$ cat src/rtl/axi4_rd_burst_streamer.sv
// axi4_rd_burst_streamer
//
// AXI4 read master that fetches pkt_size_i bytes starting at addr_i (aligned
// down to the data-word size) and forwards the returned data as a single
// AXI4-Stream packet. Address and data channels run independently. Up to
// MAX_OUTSTANDING bursts may be in flight. Bursts are capped at
// MAX_BURST_LEN beats and never cross a 4 KB boundary.
//
// Optional feature macro: AXI4_RD_BURST_STREAMER_RRESP_ERR_EN
//   When defined, adds err_o and the mem_rresp_i input. A non-OKAY response
//   sets err_o (sticky until the next accepted request) and marks that beat
//   with tuser[0]=1.
//
// Ports:
//   clk_i, rst_i            clock, asynchronous active-high reset
//   pkt_size_i, addr_i      request size (bytes) and start byte address
//   rd_stb_i                start request, accepted only while busy_o=0
//   busy_o                  request in progress (includes the done_o cycle)
//   done_o                  one-cycle completion pulse
//   err_o                   sticky non-OKAY response flag (optional)
//   mem_ar*                 AXI4 read address channel (master side)
//   mem_r*                  AXI4 read data channel (master side)
//   mem_awvalid_o, mem_wvalid_o, mem_bready_o   write channel tie-offs
//   pkt_t*                  AXI4-Stream packet output

module axi4_rd_burst_streamer #(
    parameter int DATA_WIDTH      = 64,
    parameter int ADDR_WIDTH      = 32,
    parameter int ID_WIDTH        = 1,
    parameter int ARUSER_WIDTH    = 1,
    parameter int TUSER_WIDTH     = 1,
    parameter int TDEST_WIDTH     = 1,
    parameter int MAX_BURST_LEN   = 256,
    parameter int MAX_OUTSTANDING = 4,
    parameter int MAX_PKT_SIZE_B  = 8192,
    parameter int SIZE_WIDTH      = $clog2(MAX_PKT_SIZE_B) + 1
) (
    input  logic                      clk_i,
    input  logic                      rst_i,
    input  logic [SIZE_WIDTH-1:0]     pkt_size_i,
    input  logic [ADDR_WIDTH-1:0]     addr_i,
    input  logic                      rd_stb_i,
    output logic                      busy_o,
    output logic                      done_o,
`ifdef AXI4_RD_BURST_STREAMER_RRESP_ERR_EN
    output logic                      err_o,
`endif
    output logic                      mem_arvalid_o,
    input  logic                      mem_arready_i,
    output logic [ADDR_WIDTH-1:0]     mem_araddr_o,
    output logic [7:0]                mem_arlen_o,
    output logic [2:0]                mem_arsize_o,
    output logic [1:0]                mem_arburst_o,
    output logic [ID_WIDTH-1:0]       mem_arid_o,
    output logic                      mem_arlock_o,
    output logic [3:0]                mem_arcache_o,
    output logic [2:0]                mem_arprot_o,
    output logic [3:0]                mem_arqos_o,
    output logic [3:0]                mem_arregion_o,
    output logic [ARUSER_WIDTH-1:0]   mem_aruser_o,
    input  logic                      mem_rvalid_i,
    output logic                      mem_rready_o,
    input  logic [DATA_WIDTH-1:0]     mem_rdata_i,
    input  logic                      mem_rlast_i,
`ifdef AXI4_RD_BURST_STREAMER_RRESP_ERR_EN
    input  logic [1:0]                mem_rresp_i,
`endif
    output logic                      mem_awvalid_o,
    output logic                      mem_wvalid_o,
    output logic                      mem_bready_o,
    output logic                      pkt_tvalid_o,
    input  logic                      pkt_tready_i,
    output logic [DATA_WIDTH-1:0]     pkt_tdata_o,
    output logic [DATA_WIDTH/8-1:0]   pkt_tkeep_o,
    output logic [DATA_WIDTH/8-1:0]   pkt_tstrb_o,
    output logic                      pkt_tlast_o,
    output logic [ID_WIDTH-1:0]       pkt_tid_o,
    output logic [TDEST_WIDTH-1:0]    pkt_tdest_o,
    output logic [TUSER_WIDTH-1:0]    pkt_tuser_o
);

    localparam int DW_B  = DATA_WIDTH / 8;
    localparam int OFF_W = $clog2(DW_B);
    localparam int CNT_W = $clog2(MAX_OUTSTANDING + 1);
    localparam int LEN_W = (SIZE_WIDTH > 14) ? SIZE_WIDTH : 14;
    localparam int SW1   = SIZE_WIDTH + 1;

    typedef enum logic [1:0] {
        IDLE,
        ISSUE,
        DRAIN
    } state_t;

    state_t                 state_q, state_d;
    logic [ADDR_WIDTH-1:0]  nextAddr_q, nextAddr_d;
    logic [SIZE_WIDTH-1:0]  reqWordsLeft_q, reqWordsLeft_d;
    logic [SIZE_WIDTH-1:0]  dataWordsLeft_q, dataWordsLeft_d;
    logic [CNT_W-1:0]       outstanding_q, outstanding_d;
    logic                   arvalid_q, arvalid_d;
    logic [ADDR_WIDTH-1:0]  araddr_q, araddr_d;
    logic [7:0]             arlen_q, arlen_d;
    logic [DW_B-1:0]        lastKeep_q, lastKeep_d;
    logic                   done_q, done_d;

    logic                   arHs;
    logic                   rHs;
    logic                   rLastHs;
    logic                   accept;
    logic [12:0]            bytesTo4k;
    logic [LEN_W-1:0]       wordsTo4k;
    logic [LEN_W-1:0]       burstLen;
    logic [SIZE_WIDTH-1:0]  sizeWords;
    logic [SIZE_WIDTH-1:0]  sizeRem;
    logic [DW_B-1:0]        lastKeepCalc;

    assign arHs    = arvalid_q & mem_arready_i;
    assign rHs     = mem_rvalid_i & pkt_tready_i;
    assign rLastHs = rHs & mem_rlast_i;
    assign busy_o  = (state_q != IDLE) || done_q;
    assign accept  = rd_stb_i && !busy_o;
    assign done_o  = done_q;

    // Word count is taken from the byte size alone; the alignment offset of
    // the start address does not add an extra word.
    assign sizeWords = SIZE_WIDTH'(({1'b0, pkt_size_i} + SW1'(DW_B - 1)) >> OFF_W);

    // Final-beat byte mask: the low (size mod DW_B) bytes, or every byte when
    // the size is an exact multiple of the word size.
    always_comb begin
        sizeRem = pkt_size_i & SIZE_WIDTH'(DW_B - 1);
        lastKeepCalc = '0;
        for (int b = 0; b < DW_B; b++) begin
            lastKeepCalc[b] = (sizeRem == '0) || (SIZE_WIDTH'(b) < sizeRem);
        end
    end

    // Next burst length: the smallest of the words still to request, the
    // burst cap, and the words remaining before the next 4 KB page.
    assign bytesTo4k = 13'h1000 - {1'b0, nextAddr_q[11:0]};
    assign wordsTo4k = LEN_W'(bytesTo4k >> OFF_W);

    always_comb begin
        burstLen = LEN_W'(reqWordsLeft_q);
        if (LEN_W'(MAX_BURST_LEN) < burstLen) begin
            burstLen = LEN_W'(MAX_BURST_LEN);
        end
        if (wordsTo4k < burstLen) begin
            burstLen = wordsTo4k;
        end
    end

    // State register and all datapath registers.
    always_ff @(posedge clk_i or posedge rst_i) begin
        if (rst_i) begin
            state_q         <= IDLE;
            nextAddr_q      <= '0;
            reqWordsLeft_q  <= '0;
            dataWordsLeft_q <= '0;
            outstanding_q   <= '0;
            arvalid_q       <= 1'b0;
            araddr_q        <= '0;
            arlen_q         <= '0;
            lastKeep_q      <= '0;
            done_q          <= 1'b0;
        end else begin
            state_q         <= state_d;
            nextAddr_q      <= nextAddr_d;
            reqWordsLeft_q  <= reqWordsLeft_d;
            dataWordsLeft_q <= dataWordsLeft_d;
            outstanding_q   <= outstanding_d;
            arvalid_q       <= arvalid_d;
            araddr_q        <= araddr_d;
            arlen_q         <= arlen_d;
            lastKeep_q      <= lastKeep_d;
            done_q          <= done_d;
        end
    end

    // Next-state logic. The AR register is preloaded: nextAddr/reqWordsLeft
    // advance when a burst is loaded into araddr/arlen, so that on a
    // handshake the following burst can be loaded in the same cycle.
    always_comb begin
        state_d         = state_q;
        nextAddr_d      = nextAddr_q;
        reqWordsLeft_d  = reqWordsLeft_q;
        dataWordsLeft_d = dataWordsLeft_q;
        outstanding_d   = outstanding_q;
        arvalid_d       = arvalid_q;
        araddr_d        = araddr_q;
        arlen_d         = arlen_q;
        lastKeep_d      = lastKeep_q;
        done_d          = 1'b0;

        if (arHs && !rLastHs) begin
            outstanding_d = outstanding_q + CNT_W'(1);
        end else if (!arHs && rLastHs && (outstanding_q != '0)) begin
            outstanding_d = outstanding_q - CNT_W'(1);
        end

        if (rHs && (dataWordsLeft_q != '0)) begin
            dataWordsLeft_d = dataWordsLeft_q - SIZE_WIDTH'(1);
        end

        case (state_q)
            IDLE: begin
                if (accept) begin
                    nextAddr_d      = addr_i & ~ADDR_WIDTH'(DW_B - 1);
                    reqWordsLeft_d  = sizeWords;
                    dataWordsLeft_d = sizeWords;
                    lastKeep_d      = lastKeepCalc;
                    state_d         = (sizeWords == '0) ? DRAIN : ISSUE;
                end
            end

            ISSUE: begin
                if (arHs) begin
                    arvalid_d = 1'b0;
                end
                // Uses the post-update outstanding count so a burst is only
                // presented when it can be accepted without exceeding the limit.
                if ((!arvalid_q || mem_arready_i) && (reqWordsLeft_q != '0) &&
                    (outstanding_d < CNT_W'(MAX_OUTSTANDING))) begin
                    arvalid_d      = 1'b1;
                    araddr_d       = nextAddr_q;
                    arlen_d        = 8'(burstLen - LEN_W'(1));
                    nextAddr_d     = nextAddr_q + (ADDR_WIDTH'(burstLen) << OFF_W);
                    reqWordsLeft_d = reqWordsLeft_q - SIZE_WIDTH'(burstLen);
                end
                if (arHs && (reqWordsLeft_q == '0)) begin
                    state_d = DRAIN;
                end
            end

            DRAIN: begin
                if ((dataWordsLeft_d == '0) && (outstanding_d == '0)) begin
                    done_d  = 1'b1;
                    state_d = IDLE;
                end
            end

            default: begin
                state_d = IDLE;
            end
        endcase
    end

`ifdef AXI4_RD_BURST_STREAMER_RRESP_ERR_EN
    logic errBeat;
    logic err_q, err_d;

    assign errBeat = mem_rvalid_i && (mem_rresp_i != 2'b00);

    // Sticky error flag, cleared when a new request is accepted.
    always_comb begin
        err_d = err_q;
        if (accept && (state_q == IDLE)) begin
            err_d = 1'b0;
        end else if (rHs && errBeat) begin
            err_d = 1'b1;
        end
    end

    always_ff @(posedge clk_i or posedge rst_i) begin
        if (rst_i) begin
            err_q <= 1'b0;
        end else begin
            err_q <= err_d;
        end
    end

    assign err_o       = err_q;
    assign pkt_tuser_o = TUSER_WIDTH'(errBeat);
`else
    assign pkt_tuser_o = '0;
`endif

    assign mem_arvalid_o  = arvalid_q;
    assign mem_araddr_o   = araddr_q;
    assign mem_arlen_o    = arlen_q;
    assign mem_arsize_o   = 3'(OFF_W);
    assign mem_arburst_o  = 2'b01;
    assign mem_arid_o     = '0;
    assign mem_arlock_o   = 1'b0;
    assign mem_arcache_o  = 4'b0000;
    assign mem_arprot_o   = 3'b000;
    assign mem_arqos_o    = 4'b0000;
    assign mem_arregion_o = 4'b0000;
    assign mem_aruser_o   = '0;

    assign mem_awvalid_o  = 1'b0;
    assign mem_wvalid_o   = 1'b0;
    assign mem_bready_o   = 1'b1;

    // Zero-latency pass-through; tlast comes from our own word count so a
    // misbehaving rlast cannot end the packet early or late.
    assign mem_rready_o   = pkt_tready_i;
    assign pkt_tvalid_o   = mem_rvalid_i;
    assign pkt_tdata_o    = mem_rdata_i;
    assign pkt_tlast_o    = (dataWordsLeft_q == SIZE_WIDTH'(1));
    assign pkt_tkeep_o    = pkt_tlast_o ? lastKeep_q : '1;
    assign pkt_tstrb_o    = pkt_tkeep_o;
    assign pkt_tid_o      = '0;
    assign pkt_tdest_o    = '0;

endmodule

$ cat config.mk
export PLATFORM = sky130hd
export DESIGN_NAME = axi4_rd_burst_streamer
export DESIGN_NICKNAME = d
export VERILOG_FILES = /design/src/rtl/axi4_rd_burst_streamer.sv
export SDC_FILE = /design/constraint.sdc
export NUM_CORES = 1
export LEC_CHECK = 0
export BUFFER_PORTS_ARGS = -buffer_cell sky130_fd_sc_hd__buf_2
export CAP_MARGIN = 25
export CORE_AREA = 2 2 136 138
export DETAILED_ROUTE_END_ITERATION = 10
export DIE_AREA = 0 0 138 140
export GPL_TIMING_DRIVEN = 0
export PLACE_DENSITY = 0.77
export SYNTH_ARGS = -nofsm -noshare
export SYNTH_HDL_FRONTEND = slang
export SYNTH_SLANG_ARGS = --single-unit
$ cat constraint.sdc
create_clock -name clk_i -period 5.2 [get_ports clk_i]
set_clock_uncertainty 0.2 [all_clocks]
set_input_delay 0.52 -clock clk_i [delete_from_list [all_inputs] [get_ports clk_i]]
set_output_delay 0.52 -clock clk_i [all_outputs]
set_load 0.05 [all_outputs]
==> reports/results.ini <==
[synth]
netlist.area_leader.share=0.331
synth_area_leaders=dfrtp_1 33%, buf_4 9.8%, ha_1 6.7%
ys_types=76
synth_top_area_cell=dfrtp_1
syn_avg_cell_area_um2=8.77
yosysSeqAreaShare=0.331
postSynthCellCount=939
yosys_warnings=0
syn_area_um2=8240
synthArstFlopShare=1.00
ys_ff_latch=109
synth_edf_count=0
synthFlopType=dfrtp_1

[clock_network]
clock_path_buffers=2
cts_tree=built
numCtsBuffers=9
h-tree-depth=3
clkTransAtPathRegs_ns=0.08
cts_root_buffer=clkbuf_16
hold_buffers=0
clk_latency_ns=0.37
cts_sinks=109

[cells_and_area]
stdcell_count=1451
diodes=0
area_delta_synth_final_pct=34.0
finalNetCount=1380
final_cell_area_um2=11000
fillerInstances=1475
drive_above_1_share=0.426
final_util=0.621

[worst_setup_path]
cp.arrival_ns=5.41
cp_max_fo=7
crit_type=flip-flop to flip-flop
critPathSlowestCell=dfrtp_1
worstSetupStartpoint=reqWordsLeft_q[5]
endpoint_kind=flip-flop
cp_cell_sequence=or4_4 -> nor4_4 -> o21a_2 -> and2_4 -> inv_2 -> ha_4 -> and4_1 -> a21oi_2 -> o2111ai_1 -> a31o_2 -> buf_8 -> buf_4 -> o21ai_4 -> inv_1 -> ha_4 -> and3_1 -> a221o_1 -> o41ai_4 -> o21ai_2 -> a21o_1 -> a21oi_2 -> xnor2_1 -> mux2i_1
ff2ff_setup_slack_ns=-0.19
worstReg2RegStart=reqWordsLeft_q[5]
cp-start-kind=flip-flop
slowest_delay_ns=0.49
worstPathRequired_ns=5.23

[global_routing]
grtUsageTotal=0.234
grt_start_max_net_pins=71
grt_pass1_wl_um=37100
grt_util_met1=0.292
grt.busiest_layer=met2
use_met3=0.0362
grt_antenna_before_repair=0
grt_remaining_overflow=0
gr-usage-met2=0.407
grt_pass1_vias=7492

[route]
post-route-drc-count=0
avgRoutedWirePerCell_um=16.6
vias_per_cell=5.45
drt_wl_total_um=24100
drt_iter0_markers=534
ant_nets=0
vias=7903
dr.pass1.iters=4

[run]
maxCapViolations=0

[pwr]
p_total_mw=8.48
power-per-cell-area_nw_per_um2=769
vdd_drop_max_mv=0.424
leakagePower_nw=5.06

[floorplan]
io_pins=272
core-area_um2=17800
die-area_um2=19300
fp.dieW_um=138
initial_core_util=0.463
fp-row-count=49
fp.dieH_um=140

[worst_hold_path]
worstHoldPathType=primary input to async pin

[timing]
hold_viol_final=0
final-setup-viol-count=14
tns_ns=-1.23
max_slew_margin=0.484
timing.hold.ws_ns=0.00366
timing.final.ws_setup_ns=-0.188
max_freq_mhz=186
min_period_ns=5.39
tightestPinTransition_ns=0.774
rsz0062_at_grt=yes
drv_slew=0
period_share=1.04

[placement]
dp_hpwl_um=17000
io_buffers=171
dp.cells=1378
routabilityCongestion=0.955
placed_area_um2=9600
dp_slack_ns=-0.963

[status]
violations=setup timing
outcome=finished, violations left

## sequential cells by signal, indices dropped and copies added (netlist names), 2 cells and up
name and flops:
mem_arlen_o 8, nextAddr_q 29, dataWordsLeft_q 14, reqWordsLeft_q 14, outstanding_q 3, mem_araddr_o 29
lastKeep_q 8, state_q 2
## area by class of cell
class	count	area, um2	share of cell area
multi-input cells	682	5180	0.469
flip-flops and latches	109	2730	0.247
repair buffers	230	1360	0.123
plain buffers	145	1010	0.0917
well taps	229	287	0.0260
clock buffers	9	225	0.0204
inverters	40	158	0.0143
clock inverters	7	91.3	0.00827
## layout by cell type (no fill, tap or decap), drive strengths merged, types with 13 or more instances in the layout
cell / instances
buf: 347
nand2: 76
xnor2: 33
nor3: 22
o21ai: 51
conb: 40
clkbuf: 37
nor2: 83
a21oi: 54
inv: 43
ha: 44
a21o: 13
mux2: 34
dfrtp: 109
a31oi: 13
nand3: 30
xor2: 25
## cells by family (layout without fill, tap and decap cells)
logic type / after synthesis / count (layout) / synth area share
other: 2 / 40 / 0.000912
buffers and inverters: 186 / 431 / 0.137
adder cells (fa/ha/maj): 46 / 46 / 0.0717
flip-flops: 109 / 109 / 0.331
AND/OR/NAND/NOR: 295 / 295 / 0.177
multiplexers: 42 / 42 / 0.0577
AO/OA/AOI/OAI: 201 / 201 / 0.162
XOR/XNOR: 58 / 58 / 0.0617
## what timing repair did
action                                  in CTS  in global routing
cloned                                       1                  0
endpoints found under the setup margin      34                 27
setup buffers                               33                 25
resized for setup                           55                 82
pin swaps                                   35                 42
## Yosys cell counts, drive strengths merged (7+ instances only)
cell / instances
a211oi: 7
a21o: 13
a21oi: 54
a31oi: 13
and3: 10
buf: 116
clkbuf: 30
dfrtp: 109
ha: 44
inv: 40
mux2: 34
mux2i: 8
nand2: 76
nand2b: 9
nand3: 30
nand4: 9
nor2: 83
nor2b: 7
nor3: 22
nor4: 11
o21ai: 51
or2: 11
xnor2: 33
xor2: 25
## routing by layer
layer  part of all wire  wire, um
met1               0.40      9700
met4              0.032       769
met2               0.50     12000
met5                  0         0
met3              0.066      1590
## final timing paths
check | cells after the start | to
min | 2 | lastKeep_q[0]
max reg2reg | 23 | reqWordsLeft_q[12]
max in group asynchronous | 3 | nextAddr_q[10]
max | 23 | reqWordsLeft_q[12]
min reg2reg | 2 | lastKeep_q[2]
min in group clk_i | 3 | nextAddr_q[3]
## worst max-delay path, delay by kind of cell, from the launching register on
family,cells,cell delay [ns]
compound gates,10,2.10
xor+xnor,1,0.13
fa+ha+maj,2,0.46
buf+inv,4,0.46
flops,1,0.49
mux,1,0.09
simple gates,5,1.31
## report_power, final
group / switching (mW) / internal, mW / leakage [nW]
Sequential: 0.402 / 1.26 / 1.28
Clock: 0.359 / 0.386 / 0.151
Combinational: 3.46 / 2.62 / 3.63
Total: 4.22 / 4.26 / 5.06
Note: power is estimated with default switching activity, not from simulation.
